**src/rtl/param_reservation_station_if.sv**
```systemverilog
// rtl/param_reservation_station_if.sv - decoder, CDB and ALU bundle for the reservation station
// Ports: dec_* insert side with dec_full back-pressure; cdb_* packed broadcast
// channels (channel c uses [c*W +: W]); alu_* issue side with alu_ready
// back-pressure; count occupancy. Modport master = environment, slave = station.
interface param_reservation_station_if #(
    parameter int DEPTH  = 8,
    parameter int ROB_W  = 4,
    parameter int TYPE_W = 5,
    parameter int XLEN   = 32,
    parameter int NCDB   = 2
);
    localparam int CW = $clog2(DEPTH) + 1;

    logic                   dec_full;
    logic                   dec_rdy;
    logic [TYPE_W-1:0]      dec_type;
    logic [XLEN-1:0]        dec_data_j;
    logic [XLEN-1:0]        dec_data_k;
    logic                   dec_pending_j;
    logic                   dec_pending_k;
    logic [ROB_W-1:0]       dec_dep_j;
    logic [ROB_W-1:0]       dec_dep_k;
    logic [ROB_W-1:0]       dec_rob_id;
    logic [XLEN-1:0]        dec_imm;
    logic [NCDB-1:0]        cdb_en;
    logic [NCDB*ROB_W-1:0]  cdb_rob_id;
    logic [NCDB*XLEN-1:0]   cdb_data;
    logic                   alu_en;
    logic                   alu_ready;
    logic [TYPE_W-1:0]      alu_type;
    logic [ROB_W-1:0]       alu_rob_id;
    logic [XLEN-1:0]        alu_data_j;
    logic [XLEN-1:0]        alu_data_k;
    logic [XLEN-1:0]        alu_imm;
    logic [CW-1:0]          count;

    modport master (
        input  dec_full, alu_en, alu_type, alu_rob_id, alu_data_j, alu_data_k, alu_imm, count,
        output dec_rdy, dec_type, dec_data_j, dec_data_k, dec_pending_j, dec_pending_k,
               dec_dep_j, dec_dep_k, dec_rob_id, dec_imm, cdb_en, cdb_rob_id, cdb_data,
               alu_ready
    );

    modport slave (
        output dec_full, alu_en, alu_type, alu_rob_id, alu_data_j, alu_data_k, alu_imm, count,
        input  dec_rdy, dec_type, dec_data_j, dec_data_k, dec_pending_j, dec_pending_k,
               dec_dep_j, dec_dep_k, dec_rob_id, dec_imm, cdb_en, cdb_rob_id, cdb_data,
               alu_ready
    );
endinterface

```
**src/rtl/param_reservation_station.sv**
```systemverilog
// rtl/param_reservation_station.sv - parametrised ALU reservation station with multi-channel CDB wakeup
// Ports: clk_in clock; rst_in synchronous active-high reset; rdy_in global enable
// (low = hold all state, no issue); flush discards all entries; bus is the
// slave side of param_reservation_station_if (decoder insert, CDB, ALU issue, count).
// Macro RS_AGE_SELECT_EN: defined = oldest-ready-first selection via an age
// matrix; undefined = lowest-index ready entry.
module param_reservation_station #(
    parameter int DEPTH  = 8,
    parameter int ROB_W  = 4,
    parameter int TYPE_W = 5,
    parameter int XLEN   = 32,
    parameter int NCDB   = 2
) (
    input  logic clk_in,
    input  logic rst_in,
    input  logic rdy_in,
    input  logic flush,
    param_reservation_station_if.slave bus
);
    localparam int IW = $clog2(DEPTH);
    localparam int CW = IW + 1;

    logic [DEPTH-1:0]   valid_q;
    logic [DEPTH-1:0]   pend_j_q;
    logic [DEPTH-1:0]   pend_k_q;
    logic [TYPE_W-1:0]  type_q   [DEPTH];
    logic [XLEN-1:0]    data_j_q [DEPTH];
    logic [XLEN-1:0]    data_k_q [DEPTH];
    logic [ROB_W-1:0]   dep_j_q  [DEPTH];
    logic [ROB_W-1:0]   dep_k_q  [DEPTH];
    logic [ROB_W-1:0]   rob_q    [DEPTH];
    logic [XLEN-1:0]    imm_q    [DEPTH];
    logic [CW-1:0]      count_q;
`ifdef RS_AGE_SELECT_EN
    // age_q[i][j] set: entry i is older than entry j
    logic [DEPTH-1:0]   age_q    [DEPTH];
`endif

    logic [DEPTH-1:0]   ready;
    logic               sel_found;
    logic [IW-1:0]      sel_idx;
    logic               free_found;
    logic [IW-1:0]      free_idx;
    logic               full;
    logic               ins;
    logic               iss;
    logic               ins_pend_j;
    logic               ins_pend_k;
    logic [XLEN-1:0]    ins_data_j;
    logic [XLEN-1:0]    ins_data_k;

    assign full = (count_q == CW'(DEPTH));
    assign ins  = bus.dec_rdy && !full && !flush && rdy_in;
    assign iss  = bus.alu_en && bus.alu_ready;

    // Lowest-index free slot: scan downward so the lowest hit is written last.
    always_comb begin
        free_found = 1'b0;
        free_idx   = '0;
        for (int i = DEPTH - 1; i >= 0; i--) begin
            if (!valid_q[i]) begin
                free_found = 1'b1;
                free_idx   = IW'(i);
            end
        end
    end

    // Same-cycle bypass of a CDB broadcast into the instruction being inserted.
    // Channels are scanned high to low so the lowest matching channel wins.
    always_comb begin
        ins_pend_j = bus.dec_pending_j;
        ins_pend_k = bus.dec_pending_k;
        ins_data_j = bus.dec_data_j;
        ins_data_k = bus.dec_data_k;
        for (int c = NCDB - 1; c >= 0; c--) begin
            if (bus.dec_pending_j && bus.cdb_en[c] &&
                bus.cdb_rob_id[c*ROB_W +: ROB_W] == bus.dec_dep_j) begin
                ins_pend_j = 1'b0;
                ins_data_j = bus.cdb_data[c*XLEN +: XLEN];
            end
            if (bus.dec_pending_k && bus.cdb_en[c] &&
                bus.cdb_rob_id[c*ROB_W +: ROB_W] == bus.dec_dep_k) begin
                ins_pend_k = 1'b0;
                ins_data_k = bus.cdb_data[c*XLEN +: XLEN];
            end
        end
    end

    always_comb begin
        ready     = valid_q & ~pend_j_q & ~pend_k_q;
        sel_found = 1'b0;
        sel_idx   = '0;
`ifdef RS_AGE_SELECT_EN
        // Pick the ready entry that no other ready entry is older than.
        for (int i = DEPTH - 1; i >= 0; i--) begin
            logic blocked;
            blocked = 1'b0;
            for (int j = 0; j < DEPTH; j++) begin
                if (ready[j] && age_q[j][i]) blocked = 1'b1;
            end
            if (ready[i] && !blocked) begin
                sel_found = 1'b1;
                sel_idx   = IW'(i);
            end
        end
`else
        for (int i = DEPTH - 1; i >= 0; i--) begin
            if (ready[i]) begin
                sel_found = 1'b1;
                sel_idx   = IW'(i);
            end
        end
`endif
    end

    assign bus.dec_full   = full;
    assign bus.count      = count_q;
    assign bus.alu_en     = rdy_in && sel_found;
    assign bus.alu_type   = bus.alu_en ? type_q[sel_idx]   : '0;
    assign bus.alu_rob_id = bus.alu_en ? rob_q[sel_idx]    : '0;
    assign bus.alu_data_j = bus.alu_en ? data_j_q[sel_idx] : '0;
    assign bus.alu_data_k = bus.alu_en ? data_k_q[sel_idx] : '0;
    assign bus.alu_imm    = bus.alu_en ? imm_q[sel_idx]    : '0;

    always_ff @(posedge clk_in) begin
        if (rst_in) begin
            valid_q  <= '0;
            pend_j_q <= '0;
            pend_k_q <= '0;
            count_q  <= '0;
            for (int i = 0; i < DEPTH; i++) begin
                type_q[i]   <= '0;
                data_j_q[i] <= '0;
                data_k_q[i] <= '0;
                dep_j_q[i]  <= '0;
                dep_k_q[i]  <= '0;
                rob_q[i]    <= '0;
                imm_q[i]    <= '0;
`ifdef RS_AGE_SELECT_EN
                age_q[i]    <= '0;
`endif
            end
        end else if (rdy_in) begin
            // Wakeup; later (lower-index) channel assignments override earlier ones.
            for (int i = 0; i < DEPTH; i++) begin
                for (int c = NCDB - 1; c >= 0; c--) begin
                    if (valid_q[i] && pend_j_q[i] && bus.cdb_en[c] &&
                        bus.cdb_rob_id[c*ROB_W +: ROB_W] == dep_j_q[i]) begin
                        pend_j_q[i] <= 1'b0;
                        data_j_q[i] <= bus.cdb_data[c*XLEN +: XLEN];
                    end
                    if (valid_q[i] && pend_k_q[i] && bus.cdb_en[c] &&
                        bus.cdb_rob_id[c*ROB_W +: ROB_W] == dep_k_q[i]) begin
                        pend_k_q[i] <= 1'b0;
                        data_k_q[i] <= bus.cdb_data[c*XLEN +: XLEN];
                    end
                end
            end

            if (iss) valid_q[sel_idx] <= 1'b0;

            if (flush) begin
                valid_q <= '0;
                count_q <= '0;
            end else begin
                if (ins) begin
                    valid_q[free_idx]  <= 1'b1;
                    pend_j_q[free_idx] <= ins_pend_j;
                    pend_k_q[free_idx] <= ins_pend_k;
                    type_q[free_idx]   <= bus.dec_type;
                    data_j_q[free_idx] <= ins_data_j;
                    data_k_q[free_idx] <= ins_data_k;
                    dep_j_q[free_idx]  <= bus.dec_dep_j;
                    dep_k_q[free_idx]  <= bus.dec_dep_k;
                    rob_q[free_idx]    <= bus.dec_rob_id;
                    imm_q[free_idx]    <= bus.dec_imm;
`ifdef RS_AGE_SELECT_EN
                    // Every currently valid entry is older than the newcomer.
                    for (int j = 0; j < DEPTH; j++) begin
                        age_q[j][free_idx] <= valid_q[j];
                    end
                    age_q[free_idx] <= '0;
`endif
                end
                count_q <= count_q + (ins ? CW'(1) : CW'(0)) - (iss ? CW'(1) : CW'(0));
            end
        end
    end
endmodule

```
**src/flat_wrapper.sv**
```systemverilog
// flat-port wrapper written by rule: the top's interface ports become plain ports
module param_reservation_station_flat 
#(
    parameter int DEPTH  = 8,
    parameter int ROB_W  = 4,
    parameter int TYPE_W = 5,
    parameter int XLEN   = 32,
    parameter int NCDB   = 2
)
  (clk_in, rst_in, rdy_in, flush, bus_dec_full, bus_alu_en, bus_alu_type, bus_alu_rob_id, bus_alu_data_j, bus_alu_data_k, bus_alu_imm, bus_count, bus_dec_rdy, bus_dec_type, bus_dec_data_j, bus_dec_data_k, bus_dec_pending_j, bus_dec_pending_k, bus_dec_dep_j, bus_dec_dep_k, bus_dec_rob_id, bus_dec_imm, bus_cdb_en, bus_cdb_rob_id, bus_cdb_data, bus_alu_ready);
  param_reservation_station_if #(.DEPTH(DEPTH), .ROB_W(ROB_W), .TYPE_W(TYPE_W), .XLEN(XLEN), .NCDB(NCDB)) bus_i ();
  input  logic clk_in;
  input  logic rst_in;
  input  logic rdy_in;
  input  logic flush;
  output wire logic [$bits(bus_i.dec_full)-1:0] bus_dec_full;
  output wire logic [$bits(bus_i.alu_en)-1:0] bus_alu_en;
  output wire logic [$bits(bus_i.alu_type)-1:0] bus_alu_type;
  output wire logic [$bits(bus_i.alu_rob_id)-1:0] bus_alu_rob_id;
  output wire logic [$bits(bus_i.alu_data_j)-1:0] bus_alu_data_j;
  output wire logic [$bits(bus_i.alu_data_k)-1:0] bus_alu_data_k;
  output wire logic [$bits(bus_i.alu_imm)-1:0] bus_alu_imm;
  output wire logic [$bits(bus_i.count)-1:0] bus_count;
  input wire logic [$bits(bus_i.dec_rdy)-1:0] bus_dec_rdy;
  input wire logic [$bits(bus_i.dec_type)-1:0] bus_dec_type;
  input wire logic [$bits(bus_i.dec_data_j)-1:0] bus_dec_data_j;
  input wire logic [$bits(bus_i.dec_data_k)-1:0] bus_dec_data_k;
  input wire logic [$bits(bus_i.dec_pending_j)-1:0] bus_dec_pending_j;
  input wire logic [$bits(bus_i.dec_pending_k)-1:0] bus_dec_pending_k;
  input wire logic [$bits(bus_i.dec_dep_j)-1:0] bus_dec_dep_j;
  input wire logic [$bits(bus_i.dec_dep_k)-1:0] bus_dec_dep_k;
  input wire logic [$bits(bus_i.dec_rob_id)-1:0] bus_dec_rob_id;
  input wire logic [$bits(bus_i.dec_imm)-1:0] bus_dec_imm;
  input wire logic [$bits(bus_i.cdb_en)-1:0] bus_cdb_en;
  input wire logic [$bits(bus_i.cdb_rob_id)-1:0] bus_cdb_rob_id;
  input wire logic [$bits(bus_i.cdb_data)-1:0] bus_cdb_data;
  input wire logic [$bits(bus_i.alu_ready)-1:0] bus_alu_ready;
  assign bus_dec_full = bus_i.dec_full;
  assign bus_alu_en = bus_i.alu_en;
  assign bus_alu_type = bus_i.alu_type;
  assign bus_alu_rob_id = bus_i.alu_rob_id;
  assign bus_alu_data_j = bus_i.alu_data_j;
  assign bus_alu_data_k = bus_i.alu_data_k;
  assign bus_alu_imm = bus_i.alu_imm;
  assign bus_count = bus_i.count;
  assign bus_i.dec_rdy = bus_dec_rdy;
  assign bus_i.dec_type = bus_dec_type;
  assign bus_i.dec_data_j = bus_dec_data_j;
  assign bus_i.dec_data_k = bus_dec_data_k;
  assign bus_i.dec_pending_j = bus_dec_pending_j;
  assign bus_i.dec_pending_k = bus_dec_pending_k;
  assign bus_i.dec_dep_j = bus_dec_dep_j;
  assign bus_i.dec_dep_k = bus_dec_dep_k;
  assign bus_i.dec_rob_id = bus_dec_rob_id;
  assign bus_i.dec_imm = bus_dec_imm;
  assign bus_i.cdb_en = bus_cdb_en;
  assign bus_i.cdb_rob_id = bus_cdb_rob_id;
  assign bus_i.cdb_data = bus_cdb_data;
  assign bus_i.alu_ready = bus_alu_ready;
  param_reservation_station #(.DEPTH(DEPTH), .ROB_W(ROB_W), .TYPE_W(TYPE_W), .XLEN(XLEN), .NCDB(NCDB)) u_core (.clk_in(clk_in), .rst_in(rst_in), .rdy_in(rdy_in), .flush(flush), .bus(bus_i));
endmodule
```
**config.mk**
```make
export PLATFORM = sky130hd
export DESIGN_NAME = param_reservation_station_flat
export DESIGN_NICKNAME = d
export VERILOG_FILES = /design/src/rtl/param_reservation_station_if.sv /design/src/rtl/param_reservation_station.sv /design/src/flat_wrapper.sv
export SDC_FILE = /design/constraint.sdc
export NUM_CORES = 2
export LEC_CHECK = 0
export BUFFER_PORTS_ARGS = -buffer_cell sky130_fd_sc_hd__buf_2
export CAP_MARGIN = 30
export CORE_MARGIN = 10
export CORE_UTILIZATION = 55
export DETAILED_ROUTE_END_ITERATION = 6
export HOLD_SLACK_MARGIN = 0.05
export PLACE_DENSITY = 0.73
export RECOVER_POWER = 25
export REMOVE_ABC_BUFFERS = 1
export SLEW_MARGIN = 25
export SYNTH_ARGS = -nofsm -noshare
export SYNTH_HDL_FRONTEND = slang
export SYNTH_SLANG_ARGS = --single-unit
```
**constraint.sdc**
```tcl
create_clock -name clk_in -period 8.6 [get_ports clk_in]
set_clock_uncertainty 0.05 [all_clocks]
set_input_delay 1.29 -clock clk_in [delete_from_list [all_inputs] [get_ports clk_in]]
set_output_delay 1.29 -clock clk_in [all_outputs]
set_load 0.05 [all_outputs]
```
## Word-level counts from Yosys, hierarchy flattened

Memories as Yosys holds them, arrays and structs flattened.
Cells that the tools add are included.

| storage, ports and cells | value |
|---|---|
| bits of input ports | 195 |
| bits in writable memories | 904 |
| memories kept | 7 |
| register bits after elaboration | 28 |
| word-level logic and storage cells | 496 |
| output and inout bits | 111 |

| cells by class | value |
|---|---|
| reduce and logical (&&, ||, !) cells | 102 |
| add/sub/neg operators | 2 |
| equal/unequal tests | 37 |
| magnitude comparators | 4 |
| bitwise logic cells | 39 |
| mux-type cells | 301 |

Memories:

| memory | words | width | read ports | clocked after memory_dff | wr ports | RTL line | RTL |
|---|---|---|---|---|---|---|---|
| u_core.data_j_q | 8 | 32 | 1 | 0 | 9 | param_reservation_station.sv:27 | `logic [XLEN-1:0] data_j_q [DEPTH];` |
| u_core.data_k_q | 8 | 32 | 1 | 0 | 9 | param_reservation_station.sv:28 | `logic [XLEN-1:0] data_k_q [DEPTH];` |
| u_core.imm_q | 8 | 32 | 1 | 0 | 8 | param_reservation_station.sv:32 | `logic [XLEN-1:0] imm_q [DEPTH];` |
| u_core.type_q | 8 | 5 | 1 | 0 | 8 | param_reservation_station.sv:26 | `logic [TYPE_W-1:0] type_q [DEPTH];` |
| u_core.dep_j_q | 8 | 4 | 8 | 0 | 8 | param_reservation_station.sv:29 | `logic [ROB_W-1:0] dep_j_q [DEPTH];` |
| u_core.dep_k_q | 8 | 4 | 8 | 0 | 8 | param_reservation_station.sv:30 | `logic [ROB_W-1:0] dep_k_q [DEPTH];` |
| +1 memories | - | - | - | - | - | - |  |

Operators with widths:

| cell | count |
|---|---|
| two-way mux 32 bit | 40 |
| two-way mux 1 bit | 220 |
| equality test 4 bit | 36 |
| logical AND 1 bit | 95 |
| two-way mux 8 bit | 9 |
| two-way mux 3 bit | 21 |
| OR 1 bit | 32 |
| OR reduction 32 bit | 1 |
| AND 8 bit | 3 |
| NOT 8 bit | 3 |
| two-way mux 4 bit | 5 |
| bitwise mux 8 bit | 2 |
| OR reduction 4 bit | 3 |
| two-way mux 5 bit | 2 |
| < comparator 3 x 4 -> 1 bit (second input constant) | 2 |
| OR 8 bit | 1 |
| demux 1 bit (select 3 bit) | 2 |
| >= comparator 3 x 1 -> 1 bit (second input constant) | 2 |
| OR reduction 5 bit | 1 |
| adder 4 bit | 1 |
| equality test 4 bit (second input constant) | 1 |
| subtractor 4 bit | 1 |
| logical NOT 1 bit | 2 |

## Longest topological paths before layout

| logic depth | value |
|---|---|
| depth in word-level cells | 23 |
| depth in mapped cells | 17 |

## Least setup slack after synthesis

OpenSTA, ideal clock, no wires.

| timing path | value |
|---|---|
| kind | input to register |
| from | in rdy_in |
| to | mem u_core.data_j_q[3][0] (enable) |
| path buffers | 2 |
| path slack | 1.568 ns |
| cell stages on the path | 6 |
| arrival | 6.589 ns |
| required time | 8.157 ns |
| cell sequence | buf_4 > and2b_1 > nand4_4 > buf_2 > o21ai_0 > nand2b_1 |

RTL lines:

| element | RTL line | RTL |
|---|---|---|
| start: declaration | flat_wrapper.sv:14 | `input logic rdy_in;` |
| end: declaration | param_reservation_station.sv:27 |  |

==> run summary <==
The critical path goes through buf_2 > clkbuf_1 > and2b_1 > nand4_1 > nor4b_1 > o21ai_4 > clkbuf_1 > clkbuf_1 > o22ai_1. Relative to the synthesized area, the layout overhead comes to 9.83%. The number of remaining DRC errors was 9; the count of flip-flops with a built-in enable after synthesis was 904.

In this run the vertical extent of the chip is 325 um. Among all flip-flop cells after synthesis, the most frequent one is edfxtp_1. The critical path endpoint category is a flip-flop. The master of the slowest instance on the critical path was clkbuf_1.

The initialized floorplan defines 111 standard-cell rows. The worst min-delay path class is reg -> reg. The initial antenna violation count came out at 30. The overall track demand over capacity in global routing was 34.9%. The number of distinct standard cells referenced by the synthesized netlist was 75; the per-cell via count in the routed design was 7.59. The DRC violation total after the first TritonRoute iteration came out at 8068.

The worst-case IR drop observed on VDD is 0.178 mV. The tools report the hold violation count in the final report as 0. For this run, the post-layout net count is 4721. Counting both buffers and inverters, the worst setup path holds a total of 4. The tools report the remaining number of nets flagged by the antenna check after routing as 0.

After detailed routing, the average wire length per cell comes to 33.2 um. The critical path runs through a total of 9 cells. The headroom to the max-slew limit is -130%, and the sum of net half-perimeters after detailed placement is 107000 um. By count the netlist is led by edfxtp_1, o22ai_1, clkbuf_1. The logs give 43471 for the via count of the first global-routing pass and 0 for the post-cts hold buffer count.

Clock tree synthesis selected as its root buffer the cell clkbuf_16. The post-route minimum period was 7380 ps. The logs give 44443 for the total via count after detailed routing and 283000 um for the wire length of the first global-routing pass.

Counting instances, the worst hold path has a depth of 2. After detailed routing, the total wire length is 194000 um. Setup repair after global routing left no endpoint under its margin. The clock passes through at most 3 buffers.

The run gives 720 ps as the clock latency on the worst-skew pair. Data on the critical path is required at its endpoint by 8860 ps. The utilization of the core after routing was 61.1%.

TritonCTS built the clock tree. The synthesized design contains 932 register bits. Clock-pin slew was measured on the worst setup and hold paths at 60 ps. STA classifies the critical path startpoint as a primary input. The run gives 0.0921 mm2 as the placeable core region.

The dominant cell type by count on the critical path was clkbuf_1. The setup fix buffers added after clock tree synthesis was 0; the met3 routed wirelength was 29300 um. At the pin with the least slew margin, the transition time is 3450 ps. Synthesis handed over a netlist of 4633 instances.

For the sum of overflow across all layers after global routing, the log shows 0. The logs give 66700 um for the sum of routed wire segments on met1 and 0.106 mm2 for the die area. In this design, the stage delay of the slowest critical-path cell is 2500 ps. In this run the tool buffered the top-level ports with 305 buffer cells. The logs give 55.7% for the initial core utilization and 0.0513 mm2 for the mapped cell area. Fmax: 136 MHz. The flow ran to the end, but the final reports show violations. For the number of warnings printed during yosys synthesis, the log shows 0.

In this run the top signal layer used is met5. Broken down by cell family, the worst path's largest delay share belongs to buffers and inverters. In this run the number of H-tree levels came out at 3. In the synthesized netlist the async set-or-reset flop fraction comes to 0%. The final reports fail on DRC, capacitance limit, slew limit. The total setup violations reported at the end of the flow was 0. The number of buffers created by CTS is 100, and the highest fanout seen on the critical path is 44.

The depth of the worst register-to-register path came out at 9. For this design the static power due to leakage is 20.2 nW. By startpoint and endpoint, the worst setup path is classified as in -> reg. The first TritonRoute pass finished after 7 iterations. The total of max-cap violations was 17. Clock tree synthesis found a total of 932 sinks. For this design the ratio of total power to cell area is 185 mW/mm2. Hold is met by 482 ps. The worst endpoint data arrival time came out at 7640 ps. Of the available clock period, the critical path in the final layout requires 85.8%. By area the synthesized netlist is led by edfxtp_1, o22ai_1, a22oi_1, mux2i_1, clkbuf_1. The post-route netlist has 15.3% of its cells at a drive strength greater than 1. For this run, the register share of the synthesized area comes to 54.0%. The tools report the detailed route wirelength on metal2 as 86500 um. In this run the count of I/O pins placed on the die edge is 306.

For the max-slew violation count, the log shows 576. Of all cell types, the one taking the most synthesized area is edfxtp_1. The congestion estimate from routability-driven global placement came to 0.951.

Entering global routing, the biggest net connects 143 pins. The area share of the largest cell type after synthesis was 53.0%; the horizontal extent of the die was 325 um. The completed layout was analyzed and its total power is 10.4 mW. The most used standard cell by instance count after synthesis is edfxtp_1. The number of gates resized after CTS was 0. Average cell area after synthesis: 11.1 um2.
metal layers:
layer	GRT usage [%]	up-vias
met4	19.5	36
li1	-	18109
met3	11.4	884
met1	43.5	21316
met2	53.1	4098
met5	0	-
flip-flops by register name, summed over array words and instances, names as in the netlist:
signal,cells
u_core.dep_k_q,32
u_core.imm_q,256
u_core.bus.count,4
u_core.type_q,40
u_core.pend_k_q,8
u_core.dep_j_q,32
u_core.data_j_q,256
u_core.data_k_q,256
u_core.rob_q,32
u_core.pend_j_q,8
u_core.valid_q,8
cell families after synthesis:
kind of cell    Yosys count  share of synthesized area [%]
simple gates            918                           9.75
mux                     161                           3.14
compound gates         1815                           25.0
xor+xnor                140                           2.39
flops                   932                           54.0
buf+inv                 661                           5.54
fa+ha+maj                 6                          0.161
worst reg2reg max path, stage by stage, from the launching register on:
cell      delay (ps)
dfxtp_1          340
inv_1             90
ha_1             130
or3b_1           420
nand4_1          500
nor4b_1          280
o21ai_4          100
clkbuf_1        1110
clkbuf_1        2500
o22ai_1          440
through the flow:
| step | TNS, ps | setup slack (ps) | std cells | cell area [um2] |
|---|---|---|---|---|
| after floorplan | -276120 | -2630 | 3993 | 48500 |
| after global placement | 0 | 2960 | 5633 | 52700 |
| after detailed placement | 0 | 3320 | 5652 | 53100 |
| after CTS | 0 | 2710 | 5832 | 56300 |
| after global routing | 0 | 1300 | 5844 | 56300 |
| final | 0 | 1220 | 5852 | 56300 |
report_power, final:
part / internal (mW) / total, mW / switching (mW) / leakage [nW]
sequential: 5.17 / 5.24 / 0.0664 / 9.41
combinational: 0.209 / 0.849 / 0.639 / 9.26
clock: 2.46 / 4.33 / 1.87 / 1.55
total: 7.85 / 10.4 / 2.57 / 20.2
layout make-up:
type | instances | area (um2)
Fill cell | 7344 | 35800
Sequential cell | 932 | 27700
Multi-Input combinational cell | 3040 | 20900
Timing Repair Buffer | 425 | 2820
Clock buffer | 127 | 2650
Tap cell | 1243 | 1560
Clock inverter | 53 | 526
Inverter | 21 | 83.8
Antenna cell | 11 | 27.5
worst paths after layout:
check	from	to	slack, ps
setup / recovery	rdy_in	u_core.data_j_q[4][30]$_DFFE_PP_	1220
hold / removal	u_core.pend_j_q[6]$_SDFFE_PP0P_	u_core.pend_j_q[6]$_SDFFE_PP0P_	480
setup reg to reg	u_core.bus.count[2]$_SDFFE_PP0P_	u_core.data_j_q[4][30]$_DFFE_PP_	2250
hold reg to reg	u_core.pend_j_q[6]$_SDFFE_PP0P_	u_core.pend_j_q[6]$_SDFFE_PP0P_	480
cells in the final DEF, fill, tap and decap left out, types with 30 or more instances in the layout:
master	n
mux2i_1	161
o221ai_1	162
a21oi_1	121
a31oi_1	240
o21ai_1	76
clkbuf_1	42
o2bb2ai_4	30
nand3_1	78
xnor2_1	46
and2_1	137
xor2_1	94
o22ai_1	510
and2_0	56
nand2_1	269
and3_1	194
nor2_1	38
nand4_1	33
o221ai_2	50
o21ai_0	284
buf_4	81
buf_2	300
clkbuf_16	102
edfxtp_1	904
a22oi_1	291
No activity file was read; power rests on OpenSTA's default activity.
